### config.mk
export PLATFORM = sky130hd
export DESIGN_NAME = hilo_muldiv_ctrl
export DESIGN_NICKNAME = d
export VERILOG_FILES = /design/src/rtl/hilo_muldiv_ctrl.sv
export SDC_FILE = /design/constraint.sdc
export NUM_CORES = 1
export LEC_CHECK = 0
export BUFFER_PORTS_ARGS = -buffer_cell sky130_fd_sc_hd__buf_2
export CELL_PAD_IN_SITES_DETAIL_PLACEMENT = 1
export CELL_PAD_IN_SITES_GLOBAL_PLACEMENT = 1
export CORE_UTILIZATION = 46
export DETAILED_ROUTE_END_ITERATION = 8
export HOLD_SLACK_MARGIN = 0.12
export PLACE_DENSITY_LB_ADDON = 0.15
export SETUP_SLACK_MARGIN = 0.05
export SYNTH_ARGS = -nofsm -noshare
export SYNTH_HDL_FRONTEND = slang
export SYNTH_SLANG_ARGS = --single-unit
### constraint.sdc
create_clock -name clk -period 4.1 [get_ports clk]
set_input_delay 0.82 -clock clk [delete_from_list [all_inputs] [get_ports clk]]
set_output_delay 0.82 -clock clk [all_outputs]
set_load 0.03 [all_outputs]
### src/rtl/hilo_muldiv_ctrl.sv
// rtl/hilo_muldiv_ctrl.sv - HI/LO register owner with iterative multiply/divide sequencer
module hilo_muldiv_ctrl #(
  parameter int ITER = 32
) (
  input  logic        clk,
  input  logic        rst_n,
  input  logic        op_valid,
  input  logic [2:0]  op_code,
  input  logic [31:0] rs_val,
  input  logic [31:0] rt_val,
  output logic        busy,
  output logic        done,
  output logic [31:0] hi_out,
  output logic [31:0] lo_out
);

  localparam int CW = $clog2(ITER) + 1;

  typedef enum logic [1:0] {IDLE, MUL, DIV, FIXUP} state_t;

  state_t          state;
  logic [31:0]     mag_a;   // multiplicand / dividend (shifted left while dividing)
  logic [31:0]     mag_b;   // multiplier (shifted right while multiplying) / divisor
  logic [63:0]     acc;     // product, or {remainder, quotient} while dividing
  logic [CW-1:0]   cnt;
  logic            neg_a;
  logic            neg_b;
  logic            is_div;
  logic            div0;

  logic [32:0]     msum;
  logic [32:0]     rem_sh;
  logic            nonneg;
  logic [31:0]     diff;
  logic [63:0]     prod_fix;
  logic [31:0]     quo_fix;
  logic [31:0]     rem_fix;
  logic            is_signed;

  assign busy      = (state != IDLE);
  assign is_signed = (op_code == 3'd0) || (op_code == 3'd2);

  // One shift-add / restoring-divide step plus the sign fix-up applied at the end
  always_comb begin
    msum     = {1'b0, acc[63:32]} + (mag_b[0] ? {1'b0, mag_a} : 33'd0);
    rem_sh   = {acc[63:32], mag_a[31]};
    nonneg   = (rem_sh >= {1'b0, mag_b});
    diff     = rem_sh[31:0] - mag_b;
    prod_fix = (neg_a ^ neg_b) ? (~acc + 64'd1) : acc;
    quo_fix  = div0 ? 32'hFFFF_FFFF
                    : ((neg_a ^ neg_b) ? (~acc[31:0] + 32'd1) : acc[31:0]);
    rem_fix  = neg_a ? (~acc[63:32] + 32'd1) : acc[63:32];
  end

  // Sequencer: accept, iterate ITER steps, fix up signs and write HI/LO
  always_ff @(posedge clk or negedge rst_n) begin
    if (!rst_n) begin
      state  <= IDLE;
      hi_out <= 32'd0;
      lo_out <= 32'd0;
      done   <= 1'b0;
      cnt    <= '0;
      acc    <= 64'd0;
      mag_a  <= 32'd0;
      mag_b  <= 32'd0;
      neg_a  <= 1'b0;
      neg_b  <= 1'b0;
      is_div <= 1'b0;
      div0   <= 1'b0;
    end else begin
      done <= 1'b0;
      case (state)
        IDLE: begin
          if (op_valid) begin
            case (op_code)
              3'd0, 3'd1, 3'd2, 3'd3: begin
                neg_a  <= is_signed & rs_val[31];
                neg_b  <= is_signed & rt_val[31];
                mag_a  <= (is_signed && rs_val[31]) ? (~rs_val + 32'd1) : rs_val;
                mag_b  <= (is_signed && rt_val[31]) ? (~rt_val + 32'd1) : rt_val;
                is_div <= op_code[1];
                div0   <= op_code[1] && (rt_val == 32'd0);
                acc    <= 64'd0;
                cnt    <= CW'(ITER);
                state  <= op_code[1] ? DIV : MUL;
              end
              3'd4:    hi_out <= rs_val;
              3'd5:    lo_out <= rs_val;
              default: ;
            endcase
          end
        end
        MUL: begin
          acc   <= {msum, acc[31:1]};
          mag_b <= mag_b >> 1;
          cnt   <= cnt - 1'b1;
          if (cnt == CW'(1)) state <= FIXUP;
        end
        DIV: begin
          acc   <= {(nonneg ? diff : rem_sh[31:0]), acc[30:0], nonneg};
          mag_a <= mag_a << 1;
          cnt   <= cnt - 1'b1;
          if (cnt == CW'(1)) state <= FIXUP;
        end
        FIXUP: begin
          if (is_div) begin
            hi_out <= rem_fix;
            lo_out <= quo_fix;
          end else begin
            hi_out <= prod_fix[63:32];
            lo_out <= prod_fix[31:0];
          end
          done  <= 1'b1;
          state <= IDLE;
        end
        default: state <= IDLE;
      endcase
    end
  end

endmodule

; Word level (Yosys, flattened, before mapping)
; Cells that the tools add are included.
[word_totals]
reg_bits = 205
inputBits = 70
memories = 0
output_inout_bits = 66
latchBits = 0
romBits = 0
ram_bits = 0
[classes]
mux = 34
reduce_logical = 23
shifts = 0
bitwise_logic = 8
n_mul = 0
n_eq_ne = 14
add_sub_neg = 8
n_lt_le_gt_ge = 1
n_div = 0
[op_table]
columns = operator, count
row1 = $mux W32, 17
row2 = $pmux W32 S2, 4
row3 = $mux W64, 3
row4 = $pmux W64 S3, 1
row5 = $add A32 B1 Y32 const B, 4
row6 = $not A32 Y32, 4
row7 = $add A64 B1 Y64 const B, 1
row8 = $not A64 Y64, 1
row9 = $add A32 B32 Y33, 1
row10 = $ge A33 B32 Y1, 1
row11 = $logic_not A32 Y1, 1
row12 = $sub A32 B32 Y32, 1
row13 = $reduce_and A3 Y1, 8
row14 = $mux W6, 2
row15 = $pmux W6 S2, 1
row16 = $reduce_bool A2 Y1, 5
row17 = $mux W2, 4
row18 = $ne A2 B1 Y1 const B, 4
row19 = $eq A3 B2 Y1 const B, 2
row20 = $eq A3 B3 Y1 const B, 2
row21 = $eq A6 B1 Y1 const B, 1
row22 = $pmux W2 S3, 1
row23 = $sub A6 B1 Y6 const B, 1
row24 = $eq A2 B2 Y1 const B, 2
row25 = other kinds (13), 16

; Depth between registers and ports, before layout
[logic_depth]
word_depth = 7
ltp_mapped = 15

; Worst setup path before layout
; No wires, ideal clock.
[synth_path]
path_type = reg2reg
startpoint = register mag_b[0]
endpoint = register acc[61]
path_slack_ns = 0.545
setup_ns = 0.135
n_path_buf = 1
arrival_time_ns = 3.420
stages_incl_launch_ff = 16
path_cell_list = dfrtp_1 > clkbuf_1 > and2_1 > ha_1 > inv_1 > fa_1 > nand2b_1 > a21oi_1 > o21ai_0 > o31ai_1 > a31oi_1 > a2111o_1 > o21a_1 > o211ai_1 > o31a_1 > o211ai_1
[synth_between]
elab_chain_cells = 3
[synth_lines]
columns = item, line
row1 = "start, declared", 23  ; logic [31:0] mag_b;
row2 = "start signal, assigned", 80  ; mag_b <= (is_signed && rt_val[31]) ? (~rt_val + 32'd1) : rt_val;
row3 = "start signal, assigned", 95  ; mag_b <= mag_b >> 1;
row4 = $sub A32 B32 Y32 (tied with other cells), 48  ; diff = rem_sh[31:0] - mag_b;
row5 = $mux W32 / $add A32 B32 Y33 (equally long branches), "100, 45"
row6 = $pmux W64 S3 *, 72  ; case (state)
row7 = "end signal, assigned", 94  ; acc <= {msum, acc[31:1]};
row8 = "end signal, assigned", 100  ; acc <= {(nonneg ? diff : rem_sh[31:0]), acc[30:0], nonneg};
row9 = "end, declared", 24  ; logic [63:0] acc;
; Every way passes the cells marked *; elsewhere a longest branch is shown, timed or not.
; A chain may end at the register's enable or synchronous reset.

; Final worst setup path
[layout_path]
startpoint = register acc[32]
endpoint = register acc[61]
[layout_between]
elab_chain_cells = 3
[layout_lines]
columns = item, line
row1 = $sub A32 B32 Y32 / $ge A33 B32 Y1 (equally long branches), "48, 47"
row2 = $mux W32, 100
row3 = $pmux W64 S3 *, 72
; Marked as above.

==> summary.md <==
| Metric | Value |
|---|---|
| Crit-path slowest cell | `dfrtp_1` |
| Ys flop type | `dfrtp_1` |
| P_sw | `8.85 mW` |
| Yosys cell types | `68` |
| CTS root buf | `clkbuf_16` |
| Final setup viols | `0` |
| Max Fclk | `270 MHz` |
| Worst stage delay on the critical path | `0.57 ns` |
| CTS Hold Bufs | `0` |
| Cts repair resizes | `0` |
| Slew @ Worst Pin | `1.01 ns` |
| Post-synth EDFFs | `0` |
| Syn Area/Cell | `7.83 um2` |
| Register area share after synthesis | `32.8%` |
| DRT Pass-1 Iters | `5` |
| Most frequent cells in the layout | `251 x o21ai_0, 245 x nand2_1, 216 x a21oi_1, 205 x dfrtp_1, 167 x nor2_1` |
| Area Growth Syn to Fin | `13.5%` |
| Critical path buffers and inverters | `2` |
| Clock buffer count from CTS | `25` |
| Initial core utilization | `46.7%` |
| Design Area, Final | `0.0177 mm2` |
| Post-Syn Nets | `2144` |
| Post-synthesis compound-gate area fraction | `27.2%` |
| Fin crit period | `3.70 ns` |
| Cells after Synth | `1997` |
| Avg Vias per Cell | `6.12` |
| Rel. slew slack | `32.7%` |
| Gr ovfl total | `0` |
| Tot GR Track Use | `33.1%` |
| Crit-path cells | `ha_1, inv_1, fa_1, nand2b_1, a21oi_1, o21ai_0, o31ai_1, buf_4, a31oi_1, a2111o_1, o21a_1, o211ai_1, o31a_1, o211ai_1` |
| Final Cycle Share | `90.3%` |
| Average wire per standard cell | `22.6 um` |
| Final TNS setup | `0 ns` |
| First-iteration detailed-routing DRC count | `1018` |
| Share of cells above drive strength 1 | `12.2%` |
| Worst Path Arrival | `4.14 ns` |
| Most common cell after layout, fill and taps aside | `o21ai_0` |
| Worst-path fanout max | `9` |
| Worst VDD drop | `0.510 mV` |
| Worst setup EP type | `flop` |
| Yosys top cell area share | `32.8%` |
| Die ar. | `0.0347 mm2` |
| HPWL after DPL | `44.1 mm` |
| Largest net degree at the start of global routing | `84` |
| DRC | `0` |
| Die height | `186 um` |
| Antenna Nets Post-Route | `0` |
| Initial antenna violation count | `0` |
| Total I/O pin count | `136` |
| Ys Warns | `0` |
| RSZ-0062 raised after global routing | `false` |
| Mapped Area | `0.0156 mm2` |
| CTS tree | `yes` |
| Routed via count | `15600` |
| Worst path most repeated cell | `o211ai_1` |
| CP Class | `reg2reg` |
| Max-cap violation count | `0` |
| Synthesis-stage register bit count | `205` |
| Synth async-reset ratio | `100%` |
| Clock share of power | `14.3%` |
| Post-synthesis mux area share | `1.17%` |
| Main combinational cell family by area after synthesis | `compound AO/OA/AOI/OAI gates` |
| Kind of cell adding the most delay to the critical path | `compound AO/OA/AOI/OAI gates` |
| ANT cells | `0` |
| CTS sink count | `205` |
| Insertion delay to the later sink of the worst-skew pair | `0.57 ns` |
| Number of port buffers | `135` |
| Post-CTS Setup Bufs | `0` |
| Lkg Pwr | `8.11 nW` |
| Total power | `16.6 mW` |
| DRT Wirelength | `57.7 mm` |
| Gp weighted congestion | `0.951` |
| Switching part of the total power | `53.2%` |
| Post-Synth XOR/XNOR Area | `9.30%` |
| Row Count | `67` |
| Final Util | `53.0%` |
| Core ar. | `0.0334 mm2` |
| Synth Area in Simple Gates | `18.6%` |
| Clk buf depth | `3` |
| CP required | `4.54 ns` |
| Nets | `2232` |
| Adder-cell area share of the yosys netlist | `6.26%` |
| Worst min-delay path class | `in2async` |
| CP startpoint kind | `flop` |
| # H-tree levels | `1` |
| Status | `finished, final reports clean` |
| Layout Skew | `0.0289 ns` |
| Sequential share of power | `21.5%` |
| Vias in the first global route | `15800` |
| Pwr per Cell Area | `938 mW/mm2` |
| Final Max Tran Viols | `0` |
| Clk slew on worst S/H paths | `0.06 ns` |
| Hold violation count in the final report | `0` |
| Synth area leader | `dfrtp_1` |
| Hold Slack | `0.300 ns` |
| Global-route wire length before repair | `91.7 mm` |
| Die width | `186 um` |
| Total internal power | `7.79 mW` |
| Comb power frac | `64.2%` |
| Dpl cell area | `0.0169 mm2` |
| Ranking of synthesized cells by area | `dfrtp_1 33%, o21ai_0 8.0%, a21oi_1 7.0%, ha_1 6.0%, nand2_1 5.9%` |
path summary, 6_finish.rpt:
path / start / endpoint / slack (ns) / cells after the start
max in group asynchronous: rst_n / acc[38]$_DFFE_PN0P_ / 2.93 / 2
hold reg to reg: lo_out[9]$_DFFE_PN0P_ / lo_out[9]$_DFFE_PN0P_ / 0.48 / 2
setup / recovery: acc[32]$_DFFE_PN0P_ / acc[61]$_DFFE_PN0P_ / 0.40 / 14
setup reg to reg: acc[32]$_DFFE_PN0P_ / acc[61]$_DFFE_PN0P_ / 0.40 / 14
min in group clk: lo_out[9]$_DFFE_PN0P_ / lo_out[9]$_DFFE_PN0P_ / 0.48 / 2
hold / removal: rst_n / lo_out[22]$_DFFE_PN0P_ / 0.30 / 1
registers in the layout, summed over array words and instances (netlist names):
register  flops
acc          64
lo_out       32
hi_out       32
cnt           6
neg_a         1
mag_a        32
mag_b        32
div0          1
state         2
neg_b         1
done          1
is_div        1
cell families after synthesis:
family,Yosys count
multiplexers,18
XOR/XNOR,166
flip-flops,205
adder cells (fa/ha/maj),77
AND/OR/NAND/NOR,626
buffers and inverters,189
AO/OA/AOI/OAI,716
through the flow:
stage,cells,setup WS [ns]
6_report,2552,0.397
5_1_grt,2552,0.0700
4_1_cts,2552,0.319
3_5_place_dp,2506,0.308
3_3_place_gp,2506,0.403
2_1_floorplan,1997,0.545
power by group through the flow:
stage | clock network, mW | registers (mW) | logic [mW]
final | 2.38 | 3.58 | 10.7
after global routing | 2.47 | 3.68 | 11.6
after CTS | 2.41 | 3.56 | 10.6
after detailed placement | 0 | 3.59 | 10.5
after global placement | 0 | 3.54 | 10.3
after floorplan | 0 | 3.95 | 6.73
worst register-to-register path: cells and delay by family, from the launching register on:
kind	cells	cell delay, ns
AOI/OAI and AO/OA	9	1.93
adders and majority gates	2	0.65
DFF	1	0.57
buffers and inverters	2	0.24
and+or+nand+nor	1	0.20
synth_stat cells (all sizes together), types with 40 or more instances:
| master | count |
|---|---|
| clkbuf | 110 |
| o21ai | 251 |
| a22oi | 40 |
| nor2 | 169 |
| nand2 | 245 |
| xor2 | 86 |
| inv | 66 |
| a21oi | 220 |
| dfrtp | 205 |
| xnor2 | 80 |
| ha | 75 |
layout make-up:
class,count,area (um2)
Fill cell,4168,15700
Multi-Input combinational cell,1603,9860
Sequential cell,205,5130
Timing Repair Buffer,183,1080
Clock buffer,31,678
Tap cell,448,561
Inverter,67,251
Clock inverter,15,181
per-layer routing:
layer / part of all wire, % / track usage [%]
met1: 45 / 45.1
met3: 5.0 / 3.22
met2: 46 / 53.7
met4: 4.5 / 14.1
met5: 0 / 0
Power figures use the tool's default switching activity.
